===== config.mk =====
export PLATFORM = sky130hd
export DESIGN_NAME = cpu_datapath
export DESIGN_NICKNAME = d
export VERILOG_FILES = /design/src/rtl/cpu_datapath_pkg.sv /design/src/rtl/dp_alu.sv /design/src/rtl/cpu_datapath.sv
export SDC_FILE = /design/constraint.sdc
export NUM_CORES = 1
export LEC_CHECK = 0
export CORE_MARGIN = 2
export CORE_UTILIZATION = 40
export CTS_CLUSTER_SIZE = 25
export DETAILED_ROUTE_END_ITERATION = 8
export GPL_TIMING_DRIVEN = 0
export PLACE_DENSITY = 0.57
export SKIP_LAST_GASP = 1
export SYNTH_ARGS = -nofsm -noshare
export SYNTH_HDL_FRONTEND = slang
export SYNTH_SLANG_ARGS = --single-unit

===== constraint.sdc =====
create_clock -name clk -period 4.3 [get_ports clk]
set_input_delay 0.645 -clock clk [delete_from_list [all_inputs] [get_ports clk]]
set_output_delay 0.645 -clock clk [all_outputs]
set_load 0.03 [all_outputs]

===== src/rtl/cpu_datapath_pkg.sv =====
//============================================================================
// Module      : cpu_datapath_pkg
// Description : Opcode and FSM state encodings shared by the datapath files.
// Revision    : 1.0 - initial release
//============================================================================
`default_nettype none

package cpu_datapath_pkg;

    localparam int c_OP_W = 4;

    typedef enum logic [c_OP_W-1:0] {
        OP_LOAD = 4'd0,
        OP_MV   = 4'd1,
        OP_ADD  = 4'd2,
        OP_XOR  = 4'd3,
        OP_SUB  = 4'd4
    } op_e;

    typedef enum logic [1:0] {
        IDLE = 2'd0,
        T1   = 2'd1,
        T2   = 2'd2,
        T3   = 2'd3
    } state_e;

endpackage

`default_nettype wire


===== src/rtl/dp_alu.sv =====
//============================================================================
// Module      : dp_alu
// Description : Combinational ALU; SUB only when CPU_DATAPATH_SUB_EN is defined.
// Revision    : 1.0 - initial release
//============================================================================
`default_nettype none

module dp_alu
    import cpu_datapath_pkg::*;
#(
    parameter int DATA_W = 8
) (
    input  logic [DATA_W-1:0] a,
    input  logic [DATA_W-1:0] b,
    input  logic [c_OP_W-1:0] op,
    output logic [DATA_W-1:0] result,
    output logic              carry
);

    logic [DATA_W:0] w_sum;
    logic [DATA_W:0] w_diff;

    assign w_sum  = {1'b0, a} + {1'b0, b};
    assign w_diff = {1'b0, a} - {1'b0, b};

    // Bit DATA_W of the widened difference is the unsigned borrow.
    always_comb begin
        result = b;
        carry  = 1'b0;
        case (op)
            OP_ADD: begin
                result = w_sum[DATA_W-1:0];
                carry  = w_sum[DATA_W];
            end
            OP_XOR: result = a ^ b;
`ifdef CPU_DATAPATH_SUB_EN
            OP_SUB: begin
                result = w_diff[DATA_W-1:0];
                carry  = w_diff[DATA_W];
            end
`endif
            default: ;
        endcase
    end

endmodule

`default_nettype wire


===== src/rtl/cpu_datapath.sv =====
//============================================================================
// Module      : cpu_datapath
// Description : Multi-cycle register-file datapath (LOAD/MV/ADD/XOR, optional
//               SUB via CPU_DATAPATH_SUB_EN) with A/G staging registers.
// Revision    : 1.0 - initial release
//============================================================================
`default_nettype none

module cpu_datapath
    import cpu_datapath_pkg::*;
#(
    parameter int DATA_W   = 8,
    parameter int NUM_REGS = 8,
    parameter int IDX_W    = $clog2(NUM_REGS)
) (
    input  logic              clk,
    input  logic              rst,
    input  logic              instr_valid,
    output logic              instr_ready,
    input  logic [c_OP_W-1:0] instr_op,
    input  logic [IDX_W-1:0]  instr_rx,
    input  logic [IDX_W-1:0]  instr_ry,
    input  logic [DATA_W-1:0] instr_imm,
    output logic              done,
    output logic              err,
    output logic              carry,
    input  logic [IDX_W-1:0]  dbg_addr,
    output logic [DATA_W-1:0] dbg_data
);

    state_e              r_state;
    state_e              w_next;
    logic [c_OP_W-1:0]   r_op;
    logic [IDX_W-1:0]    r_rx;
    logic [IDX_W-1:0]    r_ry;
    logic [DATA_W-1:0]   r_imm;
    logic [DATA_W-1:0]   r_a;
    logic [DATA_W-1:0]   r_g;
    logic [DATA_W-1:0]   r_regs [NUM_REGS];
    logic                r_done;
    logic                r_err;
    logic                r_carry;

    logic                w_accept;
    logic                w_legal;
    logic                w_arith;
    logic                w_final;
    logic                w_wr_en;
    logic [DATA_W-1:0]   w_wr_data;
    logic [DATA_W-1:0]   w_alu_result;
    logic                w_alu_carry;

    assign w_accept = instr_valid & instr_ready;

    always_comb begin
        w_legal = 1'b0;
        w_arith = 1'b0;
        case (r_op)
            OP_LOAD, OP_MV: w_legal = 1'b1;
            OP_ADD, OP_XOR: begin
                w_legal = 1'b1;
                w_arith = 1'b1;
            end
`ifdef CPU_DATAPATH_SUB_EN
            OP_SUB: begin
                w_legal = 1'b1;
                w_arith = 1'b1;
            end
`endif
            default: ;
        endcase
    end

    always_ff @(posedge clk or negedge rst) begin
        if (!rst) r_state <= IDLE;
        else      r_state <= w_next;
    end

    always_comb begin
        w_next = r_state;
        case (r_state)
            IDLE: if (w_accept) w_next = T1;
            T1:   w_next = w_arith ? T2 : IDLE;
            T2:   w_next = T3;
            T3:   w_next = IDLE;
            default: w_next = IDLE;
        endcase
    end

    // Illegal opcodes finish in T1 like LOAD/MV but never write.
    always_comb begin
        instr_ready = (r_state == IDLE);
        w_final     = ((r_state == T1) && !w_arith) || (r_state == T3);
        w_wr_en     = 1'b0;
        w_wr_data   = r_g;
        if (r_state == T1 && w_legal && !w_arith) begin
            w_wr_en   = 1'b1;
            w_wr_data = (r_op == OP_LOAD) ? r_imm : r_regs[r_ry];
        end else if (r_state == T3) begin
            w_wr_en   = 1'b1;
        end
    end

    dp_alu #(
        .DATA_W (DATA_W)
    ) u_alu (
        .a      (r_a),
        .b      (r_regs[r_ry]),
        .op     (r_op),
        .result (w_alu_result),
        .carry  (w_alu_carry)
    );

    always_ff @(posedge clk or negedge rst) begin
        if (!rst) begin
            for (int i = 0; i < NUM_REGS; i++) r_regs[i] <= '0;
            r_op    <= '0;
            r_rx    <= '0;
            r_ry    <= '0;
            r_imm   <= '0;
            r_a     <= '0;
            r_g     <= '0;
            r_done  <= 1'b0;
            r_err   <= 1'b0;
            r_carry <= 1'b0;
        end else begin
            if (w_accept) begin
                r_op  <= instr_op;
                r_rx  <= instr_rx;
                r_ry  <= instr_ry;
                r_imm <= instr_imm;
            end
            if (r_state == T1 && w_arith) r_a <= r_regs[r_rx];
            if (r_state == T2) begin
                r_g     <= w_alu_result;
                r_carry <= w_alu_carry;
            end
            if (w_wr_en) r_regs[r_rx] <= w_wr_data;
            r_done <= w_final;
            r_err  <= w_final & ~w_legal;
        end
    end

    assign done     = r_done;
    assign err      = r_err;
    assign carry    = r_carry;
    assign dbg_data = r_regs[dbg_addr];

endmodule

`default_nettype wire

# Yosys cells after proc, flatten, opt, wreduce, memory -nomap -nowiden

Index checks and enable logic that the tools add are counted.

Bits in registers: 103
Bits of input ports: 24
Output and inout bits: 12
Word-level logic and storage cells: 71

$add $sub $neg: 1
Order comparisons: 4
Eq/ne operators: 7
Muxes and demuxes: 23
Bitwise logic cells: 7
Reduce and logical (&&, ||, !) cells: 11

Operators with widths:

| operator             | number |
|---|---|
| $bmux W8 S3          | 3 |
| $mux W8              | 9 |
| $bwmux W64           | 1 |
| $demux W8 S3         | 1 |
| $pmux W8 S2          | 1 |
| $ge A4 B4 Y1 const B | 3 |
| $not A3 Y4           | 3 |
| $add A8 B8 Y9        | 1 |
| $eq A4 B2 Y1 const B | 2 |
| $pmux W2 S4          | 1 |
| $xor A8 B8 Y8        | 1 |
| $logic_and A1 B1 Y1  | 5 |
| $mux W1              | 5 |
| $eq A2 B2 Y1 const B | 2 |
| $eq A4 B1 Y1 const B | 1 |
| $logic_not A4 Y1     | 1 |
| $lt A4 B1 Y1 const B | 1 |
| $mux W2              | 2 |
| $reduce_or A4 Y1     | 1 |
| $and A1 B1 Y1        | 2 |
| $eq A2 B1 Y1 const B | 1 |
| $logic_not A2 Y1     | 1 |
| $ne A2 B1 Y1 const B | 1 |
| $reduce_or A2 Y1     | 1 |
| 3 further kinds      | 3 |

# Logic depth before layout (Yosys ltp)

Gate-level depths: netlist of the first run.

Depth after elaboration: 7
Gate-level depth with buffers: 11
Depth with buffers taken out: 9

# Modules after synthesis

A second synthesis of the first run with hierarchy kept.

Cells, all modules: 604
Area, all modules: 6433.7 um^2

Modules (own cells, without submodules):

| module       | instances | cells an instance | area each (um^2) | sequential area each (um^2) |
|---|---|---|---|---|
| cpu_datapath | 1         | 527               | 5939.4           | 2577.5 |
| dp_alu       | 1         | 77                | 494.2            | 0.0 |

# Least setup slack after synthesis of the first run

Ideal clock, no wire load.

Path kind: register -> register
Start: reg r_ry[2]
End: reg r_g[7]
Library setup time: 126 ps
Data arrival time: 2849 ps
Data required time: 4174 ps
Path slack: 1325 ps
Stages on the path, launching flop included: 11
Buffers on the path: 2
Clock period less this slack: 2975 ps
Cells stage by stage: dfrtp_1 clkbuf_1 buf_1 mux4_1 mux2_2 ha_1 a211oi_1 o21bai_1 o41ai_1 xnor2_1 a221o_1

Longest elaborated chain between the ends: 6
Elaborated cells on any way between the ends: 7
Classes of those cells: add/sub: 1; mux: 4; bitwise: 2

RTL lines:

| element                                        | line                       | text |
|---|---|---|
| start, declared                                | cpu_datapath.sv:35         | `logic [IDX_W-1:0] r_ry;` |
| start signal, assigned                         | cpu_datapath.sv:130        | `r_ry <= instr_ry;` |
| $not A3 Y4 (implied by the code) *             | cpu_datapath.sv:108        | `.b (r_regs[r_ry]),` |
| $bmux W8 S3 *                                  | cpu_datapath.sv:108        |  |
| $mux W8 (implied by the code) * (2 in series)  | cpu_datapath.sv:108        |  |
| $add A8 B8 Y9 or $xor A8 B8 Y8 (tied branches) | dp_alu.sv:23, dp_alu.sv:35 |  |
| $pmux W8 S2 *                                  | dp_alu.sv:30               | `case (op)` |
| end signal, assigned                           | cpu_datapath.sv:135        | `r_g <= w_alu_result;` |
| end, declared                                  | cpu_datapath.sv:38         | `logic [DATA_W-1:0] r_g;` |

Mark *: on every way between the ends. The rest lies on a longest branch, timed or not. The select of a mux whose other input is x is not followed.
A chain may end at the register's enable or synchronous reset.

# Worst setup path after layout of the first run

Same ends and word-level chain as after synthesis.

==> results.cfg, run 1 <==
[sta]
max_freq_mhz = 272.5
finalClockSkew_ns = 0.005803
timing_max_transition_violations_final = 0
period_share = 0.8535
timing.max_slew.rel_slack = 0.4073
post-route-min-period_ns = 3.670
timing_worst_slew_pin_value_ns = 0.8890
grt_setup_unrepaired = no
setup_violators_final = 0
final.setup.tns_ns = 0
timing.final.hold_violations = 0

[worst_setup_path]
timing.critical_path.arrival_ns = 3.92
cp_max_delay_cell = sky130_fd_sc_hd__buf_1
timing.critical_path.max_delay_family = compound AO/OA/AOI/OAI gates
cp_slowest_stage_delay_ns = 0.52
timing.critical_path.required_ns = 4.55
criticalPathCategory = reg2reg
crit_path_start_kind = register
worstPathCellList = clkbuf_1 > buf_1 > mux4_1 > mux2_2 > ha_1 > a211oi_1 > o21bai_1 > o41ai_1 > xnor2_1 > a221o_1
crit_path_max_fanout = 10
critical_path.endpoint_type = register
critPathBufInv = 2

[yosys]
share_of_async_settable_or_async_resettable_flops_after_synthesis = 1.000
synth_top_flop_cell = sky130_fd_sc_hd__dfrtp_1
synth_cell_type_count = 48
synth_nets = 601
synth.top_cells.by_area = sky130_fd_sc_hd__dfrtp_1, sky130_fd_sc_hd__mux4_2, sky130_fd_sc_hd__mux2_2, sky130_fd_sc_hd__mux4_1, sky130_fd_sc_hd__o21ai_0
syn-cell-area_um2 = 6133
synth_top_area_frac = 0.4202
synth.ff_latch_count = 103
synthDominantAreaCellType = sky130_fd_sc_hd__dfrtp_1
synthCells = 568
synth_edf_count = 0
yosysWarnings = 0
synthesis.area_per_instance_um2 = 10.80
ys_seq_area_frac = 0.4202
synth.most_common_cell = sky130_fd_sc_hd__dfrtp_1
yosys-top-cells-count = sky130_fd_sc_hd__dfrtp_1, sky130_fd_sc_hd__nand2_1, sky130_fd_sc_hd__o21ai_0, sky130_fd_sc_hd__nor2_1, sky130_fd_sc_hd__mux2_2

[drt]
drt.antenna.violating_nets = 0
detailroute.via_count = 4864
routed_wirelength_mm = 17.70
drc_markers = 0
iteration_0_drc_markers = 424
drtPass1Iterations = 6
drt-vias-per-instance = 6.042
detail_route.wl_per_cell_um = 21.99

[global_routing]
globalRoute.totalOverflow = 0
grtUsageMet2 = 0.3945
gr-usage-met1 = 0.3033
grt_max_degree = 68
vias_in_the_first_global_route = 5173
global_route.peak_usage_layer = met2
grt_first_pass_wirelength_mm = 28.55
gr-usage-met3 = 0.04132
grtUsageTotal = 0.2307
grt_antenna_before_repair = 0

[power]
cellLeakagePower_nw = 2.908
net-switching-power_mw = 2.009
p_comb_frac = 0.458
switching_fraction_of_total_power = 0.4185
power_density_normalized_to_cell_area_nw_per_um2 = 684.5
power.ir.vdd_worst_mv = 0.3778
internal_power_mw = 2.791
power.sequential.fraction = 0.361
finalPower_mw = 4.800
clock_power_share = 0.181

[floorplan]
placement_rows = 45
die_height_um = 127.8
core_um2 = 15090
initial_core_util = 0.4065
fp.dieArea_um2 = 16340
die-width_um = 127.8
pin_count = 36

[clock_network]
numCtsBuffers = 9
clock-sinks = 103
worst_skew_pair.late_latency_ns = 0.36
clock_transition_at_path_regs_ns = 0.07
ctsHoldBuffers = 0
cts-resized-gates = 0
cts_setup_buffers = 0
clk_buf_depth = 2
h-tree-depth = 3
clock_tree_from_tritoncts = built
cts_root_buf = sky130_fd_sc_hd__clkbuf_16

[placement]
finalWeightedCongestion = 0.8419
port_buffers = 32
detailedPlacementHpwl_mm = 13.30

[outcome]
outcome = finished clean

[layout]
utilization = 0.4648
antenna_diode_instance_count = 0
drive_above_1_share = 0.1653
design.final.nets = 645
filler_cell_count = 1450
syn2layout_area_growth_pct = 14.34

[min_path]
hold_path.class = in2async

[flow_run]
max_cap_viol_count = 0
[through the flow]
step / hold slack, ns / cell area (µm²) / cells / setup WS (ns)
after global placement: 0.4744 / 6689 / 788 / -1.386
after CTS: 0.4343 / 7013 / 805 / 0.6264
after floorplan: 0.3494 / 6133 / 568 / 1.325
final: 0.4065 / 7013 / 805 / 0.6299
after global routing: 0.4745 / 7013 / 805 / 0.3086
after detailed placement: 0.4770 / 6706 / 789 / 0.6567
[kinds of logic after synthesis]
group | count (synthesis) | synth area share
AOI/OAI and AO/OA | 137 | 0.1501
buffers and inverters | 41 | 0.02835
DFF | 103 | 0.4202
xor gates and xnor gates | 6 | 0.008568
and+or+nand+nor | 182 | 0.1355
muxes | 90 | 0.2377
adders and majority gates | 9 | 0.01958
[final timing paths]
check | start | to | slack, ns | depth (start not counted)
max | r_ry[2] | r_g[7] | 0.63 | 10
min | rst | done | 0.41 | 1
max reg2reg | r_ry[2] | r_g[7] | 0.63 | 10
min reg2reg | carry | carry | 0.49 | 2
max in group asynchronous | rst | r_regs[12] | 3.18 | 2
min in group clk | carry | carry | 0.49 | 2
[routing by layer]
layer / part of all wire / routed length [µm] / vias up
li1: - / - / 2212
met1: 0.43 / 7616 / 2446
met2: 0.50 / 8803 / 177
met3: 0.052 / 926 / 29
met4: 0.020 / 358 / 0
met5: 0 / 0 / -
[placed cells by master (no fill, tap or decap), types with 4 or more instances in the layout]
cell type and n:
sky130_fd_sc_hd__a21oi_1 13, sky130_fd_sc_hd__clkbuf_1 27, sky130_fd_sc_hd__ha_1 8, sky130_fd_sc_hd__clkbuf_16 9, sky130_fd_sc_hd__buf_2 4, sky130_fd_sc_hd__buf_1 6
sky130_fd_sc_hd__mux4_2 21, sky130_fd_sc_hd__mux4_1 15, sky130_fd_sc_hd__dfrtp_1 103, sky130_fd_sc_hd__nor2b_1 9, sky130_fd_sc_hd__nand3_1 6, sky130_fd_sc_hd__xnor2_1 5
sky130_fd_sc_hd__o22ai_1 19, sky130_fd_sc_hd__nor2_1 49, sky130_fd_sc_hd__mux2i_1 14, sky130_fd_sc_hd__a221oi_2 5, sky130_fd_sc_hd__a22oi_1 9, sky130_fd_sc_hd__mux2_2 40
sky130_fd_sc_hd__a211oi_1 6, sky130_fd_sc_hd__nand2b_1 4, sky130_fd_sc_hd__and2_1 4, sky130_fd_sc_hd__clkdlybuf4s50_1 31, sky130_fd_sc_hd__o21ai_0 65, sky130_fd_sc_hd__nand2_1 78
sky130_fd_sc_hd__nor3_1 17
[flip-flops by register name, indices dropped and copies added, names as in the netlist, named ones only]
register and cells:
done 1, r_ry 3, r_rx 3, r_g 8, r_regs 64, r_imm 8, r_state 1, r_a 8
r_op 4, carry 1, err 1
[power groups by stage]
stage	registers, mW	logic (mW)	clock network [mW]
3_5_place_dp	1.73	2.18	0
5_1_grt	1.78	2.39	0.923
2_1_floorplan	1.59	1.61	0
4_1_cts	1.72	2.19	0.884
6_report	1.74	2.20	0.867
3_3_place_gp	1.71	2.13	0
[area by class of cell]
class | count | area [µm²] | share of cell area
sequential | 103 | 2577 | 0.3675
buffer | 38 | 162.7 | 0.02319
tap | 188 | 235.2 | 0.03354
timing repair buffer | 33 | 337.8 | 0.04817
multi-input combinational | 424 | 3382 | 0.4822
clock buffer | 11 | 242.7 | 0.03461
inverter | 3 | 11.26 | 0.001606
clock inverter | 5 | 63.81 | 0.009099
Power figures use the tool's default switching activity.
==> run 2: changes to the inputs <==
- PLACE_DENSITY: 0.57 -> not set
- PLACE_DENSITY_LB_ADDON: not set -> 0.1
- REMOVE_ABC_BUFFERS: not set -> 1
==> results.cfg, run 2 (same netlist as run 1, synthesis figures left out) <==
[worst_setup_path]
crit_path_max_fanout = 17
ff2ff_path_depth = 9
timing.critical_path.max_delay_family = flip-flops
critPathBufInv = 0
criticalPathCategory = reg2reg
cp_max_delay_cell = sky130_fd_sc_hd__dfrtp_1
worstPathCellList = mux4_1 > mux2_2 > ha_1 > fa_1 > a21o_1 > a21oi_1 > o21ai_0 > xor2_1 > a221o_1
worst-path-stages = 9
crit_path_start_kind = register
critical_path.endpoint_type = register
cp_slowest_stage_delay_ns = 1.07
worst-r2r-setup-slack_ns = 0.46
timing.critical_path.arrival_ns = 4.07
timing.critical_path.required_ns = 4.54

[drt]
routed_wirelength_mm = 17.66
drt.antenna.violating_nets = 0
drc_markers = 0
detailroute.via_count = 4690
iteration_0_drc_markers = 367
drtPass1Iterations = 5
detail_route.wl_per_cell_um = 22.90
drt-vias-per-instance = 6.083

[floorplan]
fp.dieArea_um2 = 16340
placement_rows = 45
pin_count = 36
initial_core_util = 0.4065
die-width_um = 127.8
core_um2 = 15090
die_height_um = 127.8

[placement]
detailedPlacementHpwl_mm = 11.61
finalWeightedCongestion = 0.8350
port_buffers = 35
numPlacedInstances = 755
placedInstanceArea_um2 = 6599

[power]
power_density_normalized_to_cell_area_nw_per_um2 = 673.0
power.ir.vdd_worst_mv = 0.2452
cellLeakagePower_nw = 2.860

[sta]
final.setup.tns_ns = 0
setup_violators_final = 0
post-route-min-period_ns = 3.836
grt_setup_unrepaired = no
timing_worst_slew_pin_value_ns = 1.300
max_freq_mhz = 260.7
timing.final.hold_violations = 0
finalClockSkew_ns = 0.008911
timing_max_transition_violations_final = 0
period_share = 0.8921
hold_ws_ns = 0.3403
timing.max_slew.rel_slack = 0.1331

[layout]
filler_cell_count = 1402
utilization = 0.4568
design.final.nets = 611
layout_common_cells = sky130_fd_sc_hd__dfrtp_1, sky130_fd_sc_hd__nand2_1, sky130_fd_sc_hd__o21ai_0
finish.instance_area_um2 = 6893
syn2layout_area_growth_pct = 12.38
antenna_diode_instance_count = 0
drive_above_1_share = 0.1698
largest_reg_flops = 64
instances_no_fill = 771
regMostFlops = r_regs
final_common_cell = sky130_fd_sc_hd__dfrtp_1

[clock_network]
clock_tree_from_tritoncts = built
cts_setup_buffers = 0
clock_transition_at_path_regs_ns = 0.07
h-tree-depth = 3
cts_root_buf = sky130_fd_sc_hd__clkbuf_16
ctsHoldBuffers = 0
clock-sinks = 103
clk_buf_depth = 2
cts-resized-gates = 0
numCtsBuffers = 9
worst_skew_pair.late_latency_ns = 0.35

[flow_run]
max_cap_viol_count = 0

[global_routing]
grtUsageTotal = 0.2323
grt_first_pass_wirelength_mm = 28.49
grt_antenna_before_repair = 0
globalRoute.totalOverflow = 0
vias_in_the_first_global_route = 4915
grt_max_degree = 53

[outcome]
outcome = finished clean

[min_path]
hold_path.class = in2async
run 2: changes by cell type in the layout (fill, tap and decap cells not counted), moves of 2 or more:
cell,previous run,this run
sky130_fd_sc_hd__buf_1,6,0
sky130_fd_sc_hd__buf_2,4,1
sky130_fd_sc_hd__clkbuf_1,27,1
sky130_fd_sc_hd__clkdlybuf4s50_1,31,33
sky130_fd_sc_hd__clkinv_2,0,2
sky130_fd_sc_hd__inv_6,3,1
run 2: cell type report:
type,count,area (µm²),area share
well taps,188,235.2,0.03413
clock buffers,11,242.7,0.03522
multi-input cells,424,3388,0.4916
inverters,3,11.26,0.001634
repair buffers,37,381.6,0.05536
clock inverters,5,56.30,0.008168
flip-flops and latches,103,2577,0.3739
run 2: per-layer routing:
| metal | vias to the layer above | routed length (µm) | track usage | part of all wire |
|---|---|---|---|---|
| met1 | 2381 | 8088 | 0.3191 | 0.46 |
| met3 | 27 | 877 | 0.04758 | 0.050 |
| met4 | 0 | 412 | 0.07757 | 0.023 |
| met5 | - | 0 | 0 | 0 |
| met2 | 142 | 8279 | 0.3702 | 0.47 |
| li1 | 2140 | - | - | - |
run 2: path summary, 6_finish.rpt:
check | endpoint | from
worst max-delay path | r_g[6] | r_ry[1]
worst min register to register | r_a[6] | r_a[6]
max in group asynchronous | r_regs[48] | rst
min in group clk | r_a[6] | r_a[6]
worst min-delay path | r_regs[63] | rst
worst max register to register | r_g[6] | r_ry[1]
run 2: worst reg2reg max path, cell delays in order, from the launching register on:
cell	delay (ns)
sky130_fd_sc_hd__dfrtp_1	1.07
sky130_fd_sc_hd__mux4_1	0.68
sky130_fd_sc_hd__mux2_2	0.33
sky130_fd_sc_hd__ha_1	0.22
sky130_fd_sc_hd__fa_1	0.39
sky130_fd_sc_hd__a21o_1	0.17
sky130_fd_sc_hd__a21oi_1	0.19
sky130_fd_sc_hd__o21ai_0	0.18
sky130_fd_sc_hd__xor2_1	0.18
sky130_fd_sc_hd__a221o_1	0.33
run 2: report_power, final:
group          total [mW]  switching (mW)  internal, mW
logic                1.86           0.898         0.957
clock network       0.839           0.371         0.468
registers            1.94           0.632          1.31
run 2: metrics by stage:
step	power [mW]	setup WS (ns)
after floorplan	3.118	1.067
after global placement	3.744	-1.467
after detailed placement	3.812	0.1207
after CTS	4.667	0.1167
after global routing	4.971	0.2684
final	4.639	0.4641
==> run 3: changes to the inputs <==
- SETUP_SLACK_MARGIN: not set -> 0.4
- clock period: 4.3 -> 4 ns (I/O delays scaled with it)
==> results.cfg, run 3 (same netlist as run 1, synthesis figures left out) <==
[outcome]
outcome = finished clean

[drt]
routed_wirelength_mm = 17.69
detailroute.via_count = 4700
iteration_0_drc_markers = 403
drtPass1Iterations = 4
drt.antenna.violating_nets = 0
drt-vias-per-instance = 6.096
detail_route.wl_per_cell_um = 22.94
drc_markers = 0

[sta]
timing_max_transition_violations_final = 0
timing_worst_slew_pin_value_ns = 1.319
post-route-min-period_ns = 3.365
max_freq_mhz = 297.2
final.setup.tns_ns = 0
hold_ws_ns = 0.2933
grt_setup_unrepaired = no
setup_violators_final = 0
finalClockSkew_ns = 0.009685
timing.max_slew.rel_slack = 0.1209
period_share = 0.8413
timing.final.hold_violations = 0

[layout]
regMostFlops = r_regs
layout_common_cells = sky130_fd_sc_hd__dfrtp_1, sky130_fd_sc_hd__nand2_1, sky130_fd_sc_hd__o21ai_0
syn2layout_area_growth_pct = 12.61
largest_reg_flops = 64
design.final.nets = 611
final_common_cell = sky130_fd_sc_hd__dfrtp_1
filler_cell_count = 1403
antenna_diode_instance_count = 0
drive_above_1_share = 0.1767
finish.instance_area_um2 = 6907

[power]
internal_power_mw = 2.945
cellLeakagePower_nw = 2.859
p_comb_frac = 0.399
power.ir.vdd_worst_mv = 0.2636
clock_power_share = 0.181
power_density_normalized_to_cell_area_nw_per_um2 = 722.8
switching_fraction_of_total_power = 0.4101
net-switching-power_mw = 2.047
power.sequential.fraction = 0.420

[global_routing]
vias_in_the_first_global_route = 4916
grtUsageTotal = 0.2322
grt_first_pass_wirelength_mm = 28.48
globalRoute.totalOverflow = 0
grt_antenna_before_repair = 0
grt_max_degree = 53

[clock_network]
ctsHoldBuffers = 0
clock-sinks = 103
h-tree-depth = 3
numCtsBuffers = 9
worst_skew_pair.late_latency_ns = 0.36
cts_root_buf = sky130_fd_sc_hd__clkbuf_16
clock_transition_at_path_regs_ns = 0.07
clk_buf_depth = 2
clock_tree_from_tritoncts = built

[worst_setup_path]
timing.critical_path.arrival_ns = 2.77
worst-path-stages = 4
timing.critical_path.max_delay_family = buffers and inverters
crit_path_start_kind = input pin
cp_max_delay_cell = sky130_fd_sc_hd__dlygate4sd2_1
critical_path.endpoint_type = output port
criticalPathCategory = in2out
worstPathCellList = dlygate4sd2_1 > mux4_2 > mux2_2 > clkdlybuf4s50_1
ff2ff_path_depth = 9
critPathBufInv = 2
crit_path_max_fanout = 16
cp_slowest_stage_delay_ns = 0.86
timing.critical_path.required_ns = 3.40

[floorplan]
initial_core_util = 0.4065
die_height_um = 127.8
pin_count = 36
core_um2 = 15090
placement_rows = 45
fp.dieArea_um2 = 16340
die-width_um = 127.8

[placement]
port_buffers = 35
finalWeightedCongestion = 0.8350
placedInstanceArea_um2 = 6599
detailedPlacementHpwl_mm = 11.61

[flow_run]
max_cap_viol_count = 0

[min_path]
hold_path.class = in2async
run 3: cell types whose count changed in the layout (fill, tap and decap cells not counted):
cell and change:
sky130_fd_sc_hd__nor2_1 -1, sky130_fd_sc_hd__nor2_2 +1, sky130_fd_sc_hd__buf_2 -1, sky130_fd_sc_hd__clkdlybuf4s15_2 +1, sky130_fd_sc_hd__dfrtp_1 -3, sky130_fd_sc_hd__dfrtp_4 +1, sky130_fd_sc_hd__dfrtp_2 +2, sky130_fd_sc_hd__dlygate4sd2_1 +1
sky130_fd_sc_hd__clkdlybuf4s50_1 -1
run 3: layout make-up:
class | instances | area, µm² | area share
multi-input combinational | 424 | 3391 | 0.4909
sequential | 103 | 2584 | 0.3741
timing repair buffer | 37 | 386.6 | 0.05598
clock buffer | 11 | 242.7 | 0.03514
tap | 188 | 235.2 | 0.03406
clock inverter | 5 | 56.30 | 0.008152
inverter | 3 | 11.26 | 0.001630
run 3: what timing repair did:
| action | CTS | global route |
|---|---|---|
| setup endpoints to repair | 17 | 4 |
| hold endpoints to repair | 0 | 0 |
| resized for setup | 6 | 3 |
| pin swaps | 0 | 0 |
| buffers inserted | 0 | 0 |
run 3: final timing paths:
kind / startpoint / end / slack [ns]
worst max-delay path: dbg_addr[1] / dbg_data[2] / 0.63
worst min-delay path: rst / r_regs[39] / 0.29
worst max register to register: r_ry[1] / r_g[6] / 0.63
worst min register to register: r_a[6] / r_a[6] / 0.50
max in group asynchronous: rst / r_ry[1] / 2.98
min in group clk: r_a[6] / r_a[6] / 0.50
run 3: stage by stage:
stage               total power, mW  worst slack, ns  instances  utilization
CTS                           5.016           0.4995        771       0.4573
floorplan                     3.352           0.7667        530            -
detailed placement            4.098         -0.08927        755       0.4373
global placement              4.024           -1.722        753       0.4345
finish                        4.992           0.6350        771       0.4577
global route                  5.346           0.4509        771       0.4577
run 3: power groups by stage:
stage,Clock (mW),Sequential [mW],Combinational [mW]
after floorplan,0,1.86,1.50
after global placement,0,2.07,1.95
after detailed placement,0,2.10,2.00
after CTS,0.927,2.09,2.00
after global routing,0.972,2.18,2.19
final,0.905,2.09,1.99
run 3: layer usage:
metal	up-vias	part of all wire	global-route usage	wire (µm)
met1	2406	0.46	0.3186	8142
met5	-	0	0	0
met3	30	0.049	0.04758	873
met4	0	0.026	0.07757	454
li1	2140	-	-	-
met2	124	0.46	0.3702	8219
